<file path="config.mk">
export PLATFORM = sky130hd
export DESIGN_NAME = seg7_mux_decoder_flat
export DESIGN_NICKNAME = d
export VERILOG_FILES = /design/src/rtl/seg7_mux_decoder_if.sv /design/src/rtl/seg7_mux_decoder.sv /design/src/flat_wrapper.sv
export SDC_FILE = /design/constraint.sdc
export NUM_CORES = 1
export LEC_CHECK = 0
export ABC_AREA = 1
export BUFFER_PORTS_ARGS = -buffer_cell sky130_fd_sc_hd__buf_2
export CORE_UTILIZATION = 40
export DETAILED_ROUTE_END_ITERATION = 12
export PLACE_DENSITY = 0.57
export SKIP_CTS_REPAIR_TIMING = 1
export SLEW_MARGIN = 25
export SYNTH_ARGS = -nofsm -noshare
export SYNTH_HDL_FRONTEND = slang
export SYNTH_SLANG_ARGS = --single-unit
</file>
<file path="constraint.sdc">
create_clock -name clk -period 4.92 [get_ports clk]
set_input_delay 0.246 -clock clk [delete_from_list [all_inputs] [get_ports clk]]
set_output_delay 0.246 -clock clk [all_outputs]
set_load 0.02 [all_outputs]
</file>
<file path="src/rtl/seg7_mux_decoder_if.sv">
// Snooped select/segment bus plus decoded readback of the two-digit mux display.
// Purely observational: the decoder never back-pressures the display driver.
interface seg7_mux_decoder_if;
   logic [1:0] select;
   logic [6:0] digital;
   logic [3:0] ones;
   logic [3:0] tens;
   logic       value_valid;
   logic       value_update;
   logic       dir_up;
   logic       dir_valid;
   logic       seg_error;
   logic       select_error;

   modport master (
      output select, digital,
      input  ones, tens, value_valid, value_update, dir_up, dir_valid, seg_error, select_error
   );

   modport slave (
      input  select, digital,
      output ones, tens, value_valid, value_update, dir_up, dir_valid, seg_error, select_error
   );
endinterface

</file>
<file path="src/rtl/seg7_mux_decoder.sv">
// Decodes a multiplexed 2-digit 7-seg bus back to BCD; publish >= SETTLE_CYCLES+2 cycles
// after the completing slot switch. Passive snooper, no backpressure.
module seg7_mux_decoder #(
   parameter int SETTLE_CYCLES  = 4,
   parameter int STABLE_SCANS   = 2,
   parameter bit SEG_ACTIVE_LOW = 1'b0
) (
   input logic               clk,
   input logic               rst,
   seg7_mux_decoder_if.slave bus
);

   typedef enum logic [1:0] {
      S_WAIT,
      S_SETTLE,
      S_HOLD
   } slot_state_e;

   localparam logic [7:0] SETTLE_LAST = 8'(SETTLE_CYCLES - 2);
   localparam logic [3:0] STABLE_N    = 4'(STABLE_SCANS);

   slot_state_e state_q, state_d;
   logic [1:0]  sel_q, sel_prev_q;
   logic [6:0]  dig_q;
   logic [7:0]  cnt_q, cnt_d;
   logic        sample;

   logic [3:0]  ones_cap_q, ones_cap_d, tens_cap_q, tens_cap_d;
   logic        ones_vld_q, ones_vld_d, tens_vld_q, tens_vld_d;
   logic [7:0]  cand_q, cand_d;
   logic [3:0]  stable_q, stable_d;

   logic [3:0]  ones_q, ones_d, tens_q, tens_d;
   logic        value_valid_q, value_valid_d;
   logic        value_update_q, value_update_d;
   logic        dir_up_q, dir_up_d, dir_valid_q, dir_valid_d;
   logic        seg_error_q, seg_error_d;
   logic        select_error_q, select_error_d;

   logic        sel_chg, sel_legal;
   logic [6:0]  dig_dec;
   logic [4:0]  dec;
   logic        publish;
   logic [6:0]  old_bin, new_bin, up_bin, dn_bin;

   // Returns {legal, bcd}; legal = 0 for any non-digit pattern.
   function automatic logic [4:0] seg_decode(input logic [6:0] p);
      case (p)
         7'h3F:   return {1'b1, 4'd0};
         7'h06:   return {1'b1, 4'd1};
         7'h5B:   return {1'b1, 4'd2};
         7'h4F:   return {1'b1, 4'd3};
         7'h66:   return {1'b1, 4'd4};
         7'h6D:   return {1'b1, 4'd5};
         7'h7D:   return {1'b1, 4'd6};
         7'h07:   return {1'b1, 4'd7};
         7'h7F:   return {1'b1, 4'd8};
         7'h6F:   return {1'b1, 4'd9};
         default: return 5'b0;
      endcase
   endfunction

   assign sel_chg   = (sel_q != sel_prev_q);
   assign sel_legal = (sel_q == 2'b10) || (sel_q == 2'b01);
   assign dig_dec   = SEG_ACTIVE_LOW ? ~dig_q : dig_q;
   assign dec       = seg_decode(dig_dec);

   // Slot FSM: a select change always restarts settling, which also aborts a pending sample.
   always_comb begin
      state_d = state_q;
      cnt_d   = cnt_q;
      sample  = 1'b0;
      if (sel_chg) begin
         cnt_d   = '0;
         state_d = sel_legal ? S_SETTLE : S_WAIT;
      end else if (state_q == S_SETTLE) begin
         cnt_d = cnt_q + 8'd1;
         if (cnt_q == SETTLE_LAST) begin
            sample  = 1'b1;
            state_d = S_HOLD;
         end
      end
   end

   assign old_bin = ({3'b0, tens_q} * 7'd10) + {3'b0, ones_q};
   assign new_bin = ({3'b0, cand_q[7:4]} * 7'd10) + {3'b0, cand_q[3:0]};
   assign up_bin  = (old_bin == 7'd99) ? 7'd0 : old_bin + 7'd1;
   assign dn_bin  = (old_bin == 7'd0) ? 7'd99 : old_bin - 7'd1;
   assign publish = (stable_q >= STABLE_N) && ((cand_q != {tens_q, ones_q}) || !value_valid_q);

   always_comb begin
      ones_cap_d     = ones_cap_q;
      tens_cap_d     = tens_cap_q;
      ones_vld_d     = ones_vld_q;
      tens_vld_d     = tens_vld_q;
      cand_d         = cand_q;
      stable_d       = stable_q;
      ones_d         = ones_q;
      tens_d         = tens_q;
      value_valid_d  = value_valid_q;
      value_update_d = 1'b0;
      dir_up_d       = dir_up_q;
      dir_valid_d    = dir_valid_q;
      seg_error_d    = 1'b0;
      select_error_d = 1'b0;

      if (ones_vld_q && tens_vld_q) begin
         ones_vld_d = 1'b0;
         tens_vld_d = 1'b0;
         if ({tens_cap_q, ones_cap_q} == cand_q) begin
            stable_d = (stable_q == 4'd15) ? 4'd15 : stable_q + 4'd1;
         end else begin
            stable_d = 4'd1;
            cand_d   = {tens_cap_q, ones_cap_q};
         end
      end

      if (sel_chg && !sel_legal) begin
         select_error_d = 1'b1;
         ones_vld_d     = 1'b0;
         tens_vld_d     = 1'b0;
      end

      if (sample) begin
         if (dec[4]) begin
            if (sel_q == 2'b10) begin
               ones_cap_d = dec[3:0];
               ones_vld_d = 1'b1;
            end else begin
               tens_cap_d = dec[3:0];
               tens_vld_d = 1'b1;
            end
         end else begin
            seg_error_d = 1'b1;
            stable_d    = 4'd0;
            if (sel_q == 2'b10) begin
               ones_vld_d = 1'b0;
            end else begin
               tens_vld_d = 1'b0;
            end
         end
      end

      if (publish) begin
         ones_d         = cand_q[3:0];
         tens_d         = cand_q[7:4];
         value_valid_d  = 1'b1;
         value_update_d = 1'b1;
         // Direction is only inferred between two published values.
         if (value_valid_q) begin
            if (new_bin == up_bin) begin
               dir_up_d    = 1'b1;
               dir_valid_d = 1'b1;
            end else if (new_bin == dn_bin) begin
               dir_up_d    = 1'b0;
               dir_valid_d = 1'b1;
            end else begin
               dir_valid_d = 1'b0;
            end
         end
      end
   end

   always_ff @(posedge clk) begin
      if (rst) begin
         state_q        <= S_WAIT;
         sel_q          <= 2'b00;
         sel_prev_q     <= 2'b00;
         dig_q          <= '0;
         cnt_q          <= '0;
         ones_cap_q     <= '0;
         tens_cap_q     <= '0;
         ones_vld_q     <= 1'b0;
         tens_vld_q     <= 1'b0;
         cand_q         <= '0;
         stable_q       <= '0;
         ones_q         <= '0;
         tens_q         <= '0;
         value_valid_q  <= 1'b0;
         value_update_q <= 1'b0;
         dir_up_q       <= 1'b0;
         dir_valid_q    <= 1'b0;
         seg_error_q    <= 1'b0;
         select_error_q <= 1'b0;
      end else begin
         state_q        <= state_d;
         sel_q          <= bus.select;
         sel_prev_q     <= sel_q;
         dig_q          <= bus.digital;
         cnt_q          <= cnt_d;
         ones_cap_q     <= ones_cap_d;
         tens_cap_q     <= tens_cap_d;
         ones_vld_q     <= ones_vld_d;
         tens_vld_q     <= tens_vld_d;
         cand_q         <= cand_d;
         stable_q       <= stable_d;
         ones_q         <= ones_d;
         tens_q         <= tens_d;
         value_valid_q  <= value_valid_d;
         value_update_q <= value_update_d;
         dir_up_q       <= dir_up_d;
         dir_valid_q    <= dir_valid_d;
         seg_error_q    <= seg_error_d;
         select_error_q <= select_error_d;
      end
   end

   assign bus.ones         = ones_q;
   assign bus.tens         = tens_q;
   assign bus.value_valid  = value_valid_q;
   assign bus.value_update = value_update_q;
   assign bus.dir_up       = dir_up_q;
   assign bus.dir_valid    = dir_valid_q;
   assign bus.seg_error    = seg_error_q;
   assign bus.select_error = select_error_q;

endmodule

</file>
<file path="src/flat_wrapper.sv">
// flat-port wrapper written by rule: the top's interface ports become plain ports
module seg7_mux_decoder_flat 
#(
   parameter int SETTLE_CYCLES  = 4,
   parameter int STABLE_SCANS   = 2,
   parameter bit SEG_ACTIVE_LOW = 1'b0
)
  (clk, rst, bus_select, bus_digital, bus_ones, bus_tens, bus_value_valid, bus_value_update, bus_dir_up, bus_dir_valid, bus_seg_error, bus_select_error);
  seg7_mux_decoder_if bus_i ();
  input logic clk;
  input logic rst;
  input wire logic [$bits(bus_i.select)-1:0] bus_select;
  input wire logic [$bits(bus_i.digital)-1:0] bus_digital;
  output wire logic [$bits(bus_i.ones)-1:0] bus_ones;
  output wire logic [$bits(bus_i.tens)-1:0] bus_tens;
  output wire logic [$bits(bus_i.value_valid)-1:0] bus_value_valid;
  output wire logic [$bits(bus_i.value_update)-1:0] bus_value_update;
  output wire logic [$bits(bus_i.dir_up)-1:0] bus_dir_up;
  output wire logic [$bits(bus_i.dir_valid)-1:0] bus_dir_valid;
  output wire logic [$bits(bus_i.seg_error)-1:0] bus_seg_error;
  output wire logic [$bits(bus_i.select_error)-1:0] bus_select_error;
  assign bus_i.select = bus_select;
  assign bus_i.digital = bus_digital;
  assign bus_ones = bus_i.ones;
  assign bus_tens = bus_i.tens;
  assign bus_value_valid = bus_i.value_valid;
  assign bus_value_update = bus_i.value_update;
  assign bus_dir_up = bus_i.dir_up;
  assign bus_dir_valid = bus_i.dir_valid;
  assign bus_seg_error = bus_i.seg_error;
  assign bus_select_error = bus_i.select_error;
  seg7_mux_decoder #(.SETTLE_CYCLES(SETTLE_CYCLES), .STABLE_SCANS(STABLE_SCANS), .SEG_ACTIVE_LOW(SEG_ACTIVE_LOW)) u_core (.clk(clk), .rst(rst), .bus(bus_i));
endmodule
</file>
== Yosys cells after proc, flatten, opt, wreduce, memory -nomap -nowiden ==
Cells that the tools add are included.
Storage, ports and cells
  flip-flop bits (word level): 57
  input port bits: 11
Cells by class
  $add $sub $neg: 6
  multipliers: 2
  order comparisons: 1
  equality and inequality tests: 21
  muxes and demuxes: 34
  bitwise logic cells: 3
  reduce and logical (&&, ||, !) cells: 19
Operator list (number)
  == test 7 bit, second input constant: 8
  case mux 5 bit (10 select lines): 1
  two-way mux 1 bit: 23
  two-way mux 4 bit: 5
  adder 7 x 4 -> 7 bit: 2
  == test 7 x 3 -> 1 bit, second input constant: 2
  == test 7 bit: 2
  two-way mux 7 bit: 2
  multiplier 4 x 3 -> 6 bit, second input constant: 2
  AND reduction 3 bit: 3
  adder 8 x 1 -> 8 bit, second input constant: 1
  == test 8 x 2 -> 1 bit, second input constant: 1
  == test 8 bit: 1
  inequality test 8 bit: 1
  adder 7 x 1 -> 7 bit, second input constant: 1
  == test 7 x 6 -> 1 bit, second input constant: 1
  zero test 7 bit: 1
  subtractor 7 x 1 -> 7 bit, second input constant: 1
  two-way mux 2 bit: 3
  AND reduction 2 bit: 3
  nonzero test 2 bit: 3
  adder 4 x 1 -> 4 bit, second input constant: 1
  == test 2 x 1 -> 1 bit, second input constant: 2
  == test 4 bit, second input constant: 1
  8 further kinds: 15

== Longest topological paths before layout ==
Gate-level depths: netlist of the first run.
  depth after elaboration: 8
  mapped depth: 19
  gate-level depth less buffers: 19

== Worst setup path after synthesis of the first run ==
Ideal clock, no wire load.
  path kind: register to register
  start point: register u_core.tens_q[3], in the netlist u_core.bus.tens[3]
  end point: register u_core.dir_valid_q, in the netlist u_core.bus.dir_valid
  library setup time: 0.128 ns
  arrival: 2.545 ns
  path slack: 2.248 ns
  cell stages (with the launch flop): 19
  path buffers: 0
  period minus slack after synthesis: 2.672 ns
  cell sequence: dfxtp_1 ha_1 ha_1 inv_1 fa_1 nor2_2 nand3_1 nand2_1 nand2_1 nand2_1 nand3_4 nand2_1 nand2_1 nand2_1 nor2_1 nand3_1 inv_2 nor2_1 nor2_1
Between the ends
  cells in the longest elaborated chain, start to end: 7
  elaborated cells on any way between the ends: 16
  classes of those cells: 3 x add/sub; 1 x mul; 4 x eq/ne; 4 x mux; 4 x reduce/logical
RTL lines
  start, declared: RTL line seg7_mux_decoder.sv:33  | logic [3:0] ones_q, ones_d, tens_q, tens_d;
  start signal, assigned: RTL line seg7_mux_decoder.sv:198  | tens_q <= tens_d;
  multiplier 4 x 3 -> 6 bit: RTL line seg7_mux_decoder.sv:85  | assign old_bin = ({3'b0, tens_q} * 7'd10) + {3'b0, ones_q};
  adder 7 x 4 -> 7 bit: RTL line seg7_mux_decoder.sv:85
  subtractor 7 x 1 -> 7 bit or zero test 7 bit (tied branches): RTL line seg7_mux_decoder.sv:88  | assign dn_bin = (old_bin == 7'd0) ? 7'd99 : old_bin - 7'd1;
  two-way mux 7 bit: RTL line seg7_mux_decoder.sv:88
  == test 7 bit: RTL line seg7_mux_decoder.sv:154  | end else if (new_bin == dn_bin) begin
  two-way mux 1 bit: RTL line seg7_mux_decoder.sv:154
  two-way mux 1 bit: RTL line seg7_mux_decoder.sv:151  | if (new_bin == up_bin) begin
  end signal, assigned: RTL line seg7_mux_decoder.sv:202  | dir_valid_q <= dir_valid_d;
  end, declared: RTL line seg7_mux_decoder.sv:36  | logic dir_up_q, dir_up_d, dir_valid_q, dir_valid_d;
Several ways; a longest one is shown, not always the timed one.
A chain may end at the register's enable or synchronous reset.

== Worst setup path after layout of the first run ==
  start point: register u_core.tens_q[3], in the netlist u_core.bus.tens[3]
  end point: register u_core.dir_up_q, in the netlist u_core.bus.dir_up
Between the ends
  cells in the longest elaborated chain, start to end: 7
  elaborated cells on any way between the ends: 16
  classes of those cells: 3 x add/sub; 1 x mul; 4 x eq/ne; 3 x mux; 5 x reduce/logical
RTL lines
  multiplier 4 x 3 -> 6 bit: RTL line seg7_mux_decoder.sv:85
  adder 7 x 4 -> 7 bit: RTL line seg7_mux_decoder.sv:85
  subtractor 7 x 1 -> 7 bit, or another cell as far along: RTL line seg7_mux_decoder.sv:88
  two-way mux 7 bit (on tied branches): RTL line seg7_mux_decoder.sv:88, seg7_mux_decoder.sv:87
  == test 7 bit (on tied branches): RTL line seg7_mux_decoder.sv:154, seg7_mux_decoder.sv:151
  nonzero test 2 bit (no source line)
  AND reduction 3 bit (no source line)
  end signal, assigned: RTL line seg7_mux_decoder.sv:201  | dir_up_q <= dir_up_d;
  end, declared: RTL line seg7_mux_decoder.sv:36
Several ways; a longest one is shown, not always the timed one.

==> results of run 1 <==
through the flow:
step | cells | util | power [mW]
2_1_floorplan | 506 | - | 0.508
3_3_place_gp | 627 | 0.447 | 0.518
6_report | 643 | 0.470 | 0.929
3_5_place_dp | 627 | 0.447 | 0.519
5_1_grt | 643 | 0.470 | 0.962
4_1_cts | 643 | 0.470 | 0.938
cell families (layout without fill, tap and decap cells):
| family | count (synthesis) | count (layout) | share of synthesized area |
|---|---|---|---|
| AND/OR/NAND/NOR | 248 | 248 | 0.318 |
| XOR/XNOR | 28 | 28 | 0.0695 |
| buffers and inverters | 80 | 112 | 0.0865 |
| AO/OA/AOI/OAI | 69 | 69 | 0.110 |
| adder cells (fa/ha/maj) | 24 | 24 | 0.0936 |
| flip-flops | 57 | 57 | 0.323 |
routing by layer:
metal	track usage	vias to the layer above
met1	0.210	1460
met2	0.349	45
li1	-	1705
met5	0	-
met3	0.0308	9
met4	0.0659	0
power breakdown:
group          leakage (nW)  total (mW)  switching [mW]  internal [mW]
Combinational          1.29      0.0342          0.0228         0.0114
Sequential            0.462       0.474         0.00536          0.468
Clock                 0.102       0.421           0.184          0.236
Total                  1.86       0.929           0.212          0.716
critical path: stages (launching register included):
cell     delay [ps]
dfxtp_1         460
ha_1            280
ha_1            200
inv_1            60
fa_1            470
nor2_2          150
nand3_1         110
nand2_1          90
nand2_1          60
nand2_2         100
o21ai_1          80
nand2_1          80
nand2_1          60
nand2_1          60
nand3_1         110
or2_0           210
a21oi_1         130
Yosys cell counts (all sizes together) (3+ instances only):
master  number
dfxtp       57
buf          5
nand2      106
fa           4
nor3        10
nor4         4
xnor2       18
ha          20
nand3       46
or2          4
nor2        62
clkbuf       3
nor3b        3
nand4        7
a21oi       33
inv         71
o31ai        4
nand3b       5
xor2        10
a211oi       4
o21ai       21
area by class of cell:
cell class,instances,area share
clock buffer,14,0.0464
clock inverter,2,0.00254
inverter,72,0.0686
multi-input combinational,369,0.529
sequential,57,0.290
tap,105,0.0333
timing repair buffer,24,0.0305
registers in the layout (all words and copies together), names as in the netlist, 2 cells and up:
register,cells
u_core.ones_cap_q,4
u_core.bus.ones,4
u_core.tens_cap_q,4
u_core.cand_q,8
u_core.bus.tens,4
u_core.dig_dec,7
u_core.stable_q,4
u_core.sel_q,2
u_core.state_q,2
u_core.cnt_q,8
u_core.sel_prev_q,2
worst max path at each step:
stage	slack (ps)	depth (start not counted)	end	from
after detailed placement	2170	16	u_core.bus.dir_up	u_core.bus.tens[3]
after global placement	2240	18	u_core.bus.dir_valid	u_core.bus.tens[3]
final	2150	16	u_core.bus.dir_up	u_core.bus.tens[3]
after global routing	1860	18	u_core.bus.dir_valid	u_core.bus.tens[3]
after floorplan	2250	18	u_core.bus.dir_valid	u_core.bus.tens[3]
after CTS	2150	16	u_core.bus.dir_up	u_core.bus.tens[3]
==> flow_summary.ini, run 1 <==
[critical_path]
r2r_slack_ps = 2150
ff2ff_path_depth = 16
cp.arrival_ps = 3030
critPathMaxFanout = 6
crit_required_ps = 5180
cp-start-kind = register
end_kind = register
r2r-end = u_core.bus.dir_up
r2r_start = u_core.bus.tens[3]
crit_type = reg2reg

[timing]
relSlewSlack = 0.630
worstMarginPinSlew_ps = 555
max_freq_mhz = 361
fin_crit_sh = 0.563
timing.setup.tns_ps = 0
setup_viol = 0
rsz0062_at_grt = no
worst_slack_ps = 2150
final_max_slew_viol_count = 0
whs_ps = 110
fin_worst_skew_ps = 5.95
hold_viol = 0
fin_crit_ps = 2770

[global_route]
grt_pass1_wl_mm = 13.2
grt_usage = 0.186
antenna_found_initial = 0
first_global_vias = 3073
overflow = 0
grt_max_degree = 31

[drt]
maxUsedRoutingLayer = met4
wl_met3_um = 193
drc = 0
firstDrtPassIters = 4
detail_route.vias_per_cell = 5.01
wl_met2_mm = 3.85
drt-initial-drc-count = 72
vias = 3219
routed_wl_mm = 7.66
wl_met1_mm = 3.52
ant_nets = 0
wl_per_cell_um = 11.9

[worst_hold_path]
hold_start = bus_digital[1]
hold_end = u_core.dig_dec[1]
hold_path_class = in2reg
whs_path_depth = 3

[synthesis]
synth_edf_count = 0
yosysSeqAreaShare = 0.323
synth_nets = 541
ys.warnings.count = 0
yosysUniqueCellTypes = 40
synth_seq_cells = 57
netlist.area_leader.share = 0.323
ys_top_cells_by_area = dfxtp_1 32%, nand2_1 11%, inv_1 7.2%
netlist_instances = 506
ys_async_sr_fraction = 0
syn-cell-area_um2 = 3530
synth.avg_cell_area_um2 = 6.98
synth_area_leader_cell = dfxtp_1
synth_ff_type = dfxtp_1

[clocking]
cts-root-buf = clkbuf_8
cts_tree = built
clkSinkCount = 57
ctsHtreeMaxLevel = 3
cts.path.max_buffers = 2
clk_pin_slew_worst_paths_ps = 60
numCtsBuffers = 9
clk_latency_ps = 340

[placed_design]
place_ws_ps = 2170
port_buffers = 24
placed_area_um2 = 3750
routabilityCongestion = 0.851
hpwl_mm = 5.87

[job]
drv_cap = 0

[cells_and_area]
stdcell_area_um2 = 3940
layout_common_cells = 100 x nand2_1, 68 x inv_1, 57 x nor2_1, 57 x dfxtp_1, 45 x nand3_1
finalNetCount = 568
drive_above_1_share = 0.108
layout_commonest_cell = nand2_1
diodes = 0
seqCellArea_um2 = 1140
nFillCells = 872
area_growth_pct = 11.6
multi_input_area_um2 = 2080

[power]
power_leakage_nw = 1.86
max-vdd-ir-drop_uv = 250
powerDensity_nw_per_um2 = 236

[floorplan]
rows = 33
start_util = 0.421
die-area_um2 = 9210
die_w_um = 96.0
core-area_um2 = 8380
boundaryPins = 25
die_h_um = 96.0

[status]
status = completed
Power figures use the tool's default switching activity.
==> run 2, diff against run 1 <==
Clock period 4.92 ns to 2.8 ns, I/O delays scaled along.
==> flow_summary.ini, run 2 (synthesis results as in run 1) <==
[timing]
fin_crit_ps = 2580
final_max_slew_viol_count = 0
hold_viol = 0
whs_ps = 13.6
max_freq_mhz = 387
fin_crit_sh = 0.922
relSlewSlack = 0.630
fin_worst_skew_ps = 10.4
worstMarginPinSlew_ps = 550
setup_viol = 0

[floorplan]
start_util = 0.421
rows = 33
core-area_um2 = 8380
boundaryPins = 25
die-area_um2 = 9210
die_h_um = 96.0
die_w_um = 96.0

[drt]
routed_wl_mm = 7.78
detail_route.vias_per_cell = 4.97
ant_nets = 0
drt-initial-drc-count = 82
vias = 3223
firstDrtPassIters = 4
drc = 0
wl_per_cell_um = 12.0

[placed_design]
routabilityCongestion = 0.862
hpwl_mm = 5.93
port_buffers = 24
placed_area_um2 = 3790

[critical_path]
critPathMaxFanout = 5
crit_buf_inv = 2
crit_path_frequent_cell = nand3_1
r2r-end = u_core.bus.dir_up
critPathMaxStageDelay_ps = 590
end_kind = register
crit_required_ps = 3000
ff2ff_path_depth = 15
cp.arrival_ps = 2780
cp-start-kind = register
path_delay_family = adder cells
startpoint = u_core.bus.tens[3]
crit_type = reg2reg
crit_slowest_cell = fa_2
crit_chain = ha_4, ha_2, inv_2, fa_2, inv_1, nand3_1, nand2_2, nor2_4, nand3_4, nand3_1, nand2_1, nor2_1, nand3_1, nand2_1, a21oi_1
r2r_start = u_core.bus.tens[3]
r2r_slack_ps = 220

[clocking]
cts.path.max_buffers = 2
ctsHtreeMaxLevel = 3
cts_tree = built
cts-root-buf = clkbuf_8
clk_pin_slew_worst_paths_ps = 70
numCtsBuffers = 9
clkSinkCount = 57
clk_latency_ps = 330

[global_route]
antenna_found_initial = 0
first_global_vias = 3079
grt_pass1_wl_mm = 13.2
overflow = 0
grt_max_degree = 30
grt_usage = 0.186

[worst_hold_path]
hold_path_class = in2reg
hold_start = bus_digital[1]
hold_end = u_core.dig_dec[1]
whs_path_depth = 3

[cells_and_area]
diodes = 0
area_growth_pct = 16.7
finalNetCount = 575
stdcell_area_um2 = 4120
nFillCells = 870
layout_commonest_cell = nand2_1
drive_above_1_share = 0.156
layout_common_cells = 92 x nand2_1, 67 x inv_1, 55 x nor2_1, 55 x dfxtp_1, 43 x nand3_1

[job]
drv_cap = 0

[power]
powerDensity_nw_per_um2 = 431
power_leakage_nw = 1.93
max-vdd-ir-drop_uv = 296

[status]
status = completed
==> run 2: cell count changes in the layout (fill, tap and decap cells not counted), sizes merged <==
cell and delta:
buf +6, bufinv +2, clkbuf -1, clkinv -2
nand3 +1
==> run 2: final cells by class <==
type	count	area, um^2	share of cell area
inverter	72	270	0.0656
multi-input combinational	370	2180	0.529
tap	105	131	0.0319
clock inverter	2	60.1	0.0146
sequential	57	1140	0.277
timing repair buffer	30	165	0.0401
clock buffer	13	169	0.0410
==> run 2: routing by layer <==
layer / global-route usage / wire length, um
met3: 0.0340 / 155
met5: 0 / 0
met1: 0.209 / 3690
met2: 0.347 / 3810
met4: 0.0697 / 125
==> run 2: report_power, final <==
group | switching [mW] | internal (mW) | leakage [nW]
clock network | 0.315 | 0.570 | 0.116
registers | 0.00916 | 0.823 | 0.463
logic | 0.0400 | 0.0210 | 1.35
total | 0.364 | 1.41 | 1.93
==> run 2: worst max path at each step <==
stage | to | cells past startpoint | slack (ps)
3_3_place_gp | u_core.bus.dir_up | 16 | 240
3_5_place_dp | u_core.bus.dir_valid | 18 | 190
2_1_floorplan | u_core.bus.dir_valid | 18 | 130
4_1_cts | u_core.bus.dir_valid | 18 | 170
5_1_grt | u_core.bus.dir_up | 16 | -6
6_report | u_core.bus.dir_up | 15 | 220
==> run 2: worst reg2reg max path: cells and delay by family, from the launching register on <==
family	cells	cell delay, ps
buffers and inverters	2	110
flip-flops	1	340
adder cells (fa/ha/maj)	3	1020
AND/OR/NAND/NOR	9	940
AO/OA/AOI/OAI	1	60
==> run 2: through the flow <==
stage	std cells	setup TNS, ps	total power, mW	util	setup slack [ps]
after floorplan	506	0	0.892	-	128
after global placement	633	0	0.911	0.452	241
after detailed placement	633	0	0.912	0.452	187
after CTS	648	0	1.80	0.480	168
after global routing	649	-12.0	1.85	0.492	-6.47
final	649	0	1.78	0.492	218
==> run 3, diff against run 2 <==
==> constraint.sdc (replaced) <==
create_clock -name clk -period 2.8 [get_ports clk]
set_input_delay 0.56 -clock clk [delete_from_list [all_inputs] [get_ports clk]]
set_output_delay 0.56 -clock clk [all_outputs]
set_load 0.02 [all_outputs]
==> flow_summary.ini, run 3 (synthesis results as in run 1) <==
[status]
status = completed

[cells_and_area]
seqCellArea_um2 = 1140
nFillCells = 891
area_growth_pct = 15.3
stdcell_area_um2 = 4070
finalNetCount = 575
diodes = 0
drive_above_1_share = 0.145
multi_input_area_um2 = 2170
layout_commonest_cell = nand2_1
layout_common_cells = 95 x nand2_1, 67 x inv_1, 57 x dfxtp_1, 56 x nor2_1, 42 x nand3_1

[timing]
timing.setup.tns_ps = 0
max_freq_mhz = 390
whs_ps = 429
fin_crit_sh = 0.916
final_max_slew_viol_count = 0
fin_crit_ps = 2560
hold_viol = 0
fin_worst_skew_ps = 8.17
rsz0062_at_grt = no
relSlewSlack = 0.580
worstMarginPinSlew_ps = 624
setup_viol = 0

[clocking]
cts.path.max_buffers = 2
clk_latency_ps = 330
cts_tree = built
clk_pin_slew_worst_paths_ps = 70
cts-root-buf = clkbuf_8
ctsHtreeMaxLevel = 3
clkSinkCount = 57
numCtsBuffers = 9

[global_route]
first_global_vias = 3182
met3_usage = 0.0427
met1_usage = 0.223
grt_usage = 0.193
grtUsageMet2 = 0.355
busiest_layer = met2
overflow = 0
antenna_found_initial = 0
grt_pass1_wl_mm = 13.8
grt_max_degree = 27

[drt]
vias = 3236
routed_wl_mm = 7.79
firstDrtPassIters = 4
drt-initial-drc-count = 75
wl_per_cell_um = 12.0
ant_nets = 0
drc = 0
detail_route.vias_per_cell = 4.98

[power]
max-vdd-ir-drop_uv = 296
pwr-share-comb = 0.037
p_int_mw = 1.28
p_sw_mw = 0.380
p_clk_frac = 0.461
pwr-share-seq = 0.502
power_leakage_nw = 1.91
p_sw_frac = 0.229
powerDensity_nw_per_um2 = 407

[critical_path]
ff2ff_path_depth = 18
critPathMaxStageDelay_ps = 480
crit_chain = ha_1, ha_1, inv_2, fa_2, nor2_4, nand3_2, nand2_2, nand2_1, nand2_2, nand3_4, nand2_2, nand2_1, nand2_1, nor2_1, nand3_1, inv_2, nor2_2, nor2_1
r2r_slack_ps = 240
crit_required_ps = 3010
crit_type = reg2reg
crit_slowest_cell = fa_2
end_kind = register
critPathMaxFanout = 5
cp.arrival_ps = 2780
r2r_start = u_core.bus.tens[1]
r2r-end = u_core.bus.dir_valid
cp-start-kind = register

[floorplan]
die_h_um = 96.0
boundaryPins = 25
die_w_um = 96.0
start_util = 0.421
core-area_um2 = 8380
rows = 33
die-area_um2 = 9210

[worst_hold_path]
hold_end = u_core.dig_dec[2]
hold_path_class = in2reg
hold_start = bus_digital[2]
whs_path_depth = 3

[placed_design]
port_buffers = 24
placed_area_um2 = 3790
hpwl_mm = 6.06
routabilityCongestion = 0.930

[job]
drv_cap = 0
## run 3: final cells by class
class | instances | area share
well taps | 105 | 0.0323
repair buffers | 30 | 0.0406
clock inverters | 5 | 0.0135
clock buffers | 11 | 0.0347
multi-input cells | 370 | 0.532
inverters | 72 | 0.0664
flip-flops and latches | 57 | 0.280
## run 3: metal layers
layer | vias to the layer above | share of wire
met1 | 1474 | 0.46
met3 | 9 | 0.023
met5 | - | 0
met4 | 0 | 0.012
met2 | 37 | 0.51
li1 | 1716 | -
## run 3: power by group through the flow
stage | sequential (mW) | combinational [mW] | clock (mW)
floorplan | 0.849 | 0.0432 | 0
CTS | 0.831 | 0.0627 | 0.792
global route | 0.833 | 0.0731 | 0.834
global placement | 0.850 | 0.0612 | 0
detailed placement | 0.850 | 0.0624 | 0
finish | 0.831 | 0.0614 | 0.763
## run 3: how the worst max path moves through the flow
stage,start,slack (ps),to
6_report,u_core.bus.tens[1],240,u_core.bus.dir_valid
3_5_place_dp,u_core.bus.tens[1],210,u_core.bus.dir_valid
3_3_place_gp,u_core.bus.tens[1],250,u_core.bus.dir_valid
4_1_cts,u_core.bus.tens[1],190,u_core.bus.dir_valid
5_1_grt,u_core.bus.tens[1],6,u_core.bus.dir_valid
2_1_floorplan,u_core.bus.tens[3],130,u_core.bus.dir_valid
## run 3: critical path, delay by kind of cell (launching register included)
family                     cells  cell delay [ps]
buffers and inverters          2              100
DFF                            1              310
and+or+nand+nor               13             1070
adders and majority gates      3              970
## run 3: metrics by stage
step | power (mW) | util | setup WS, ps | cells
floorplan | 0.892 | - | 128 | 506
detailed placement | 0.912 | 0.452 | 210 | 633
global route | 1.74 | 0.486 | 6.04 | 650
global placement | 0.911 | 0.452 | 253 | 633
finish | 1.66 | 0.486 | 236 | 650
CTS | 1.69 | 0.476 | 194 | 649
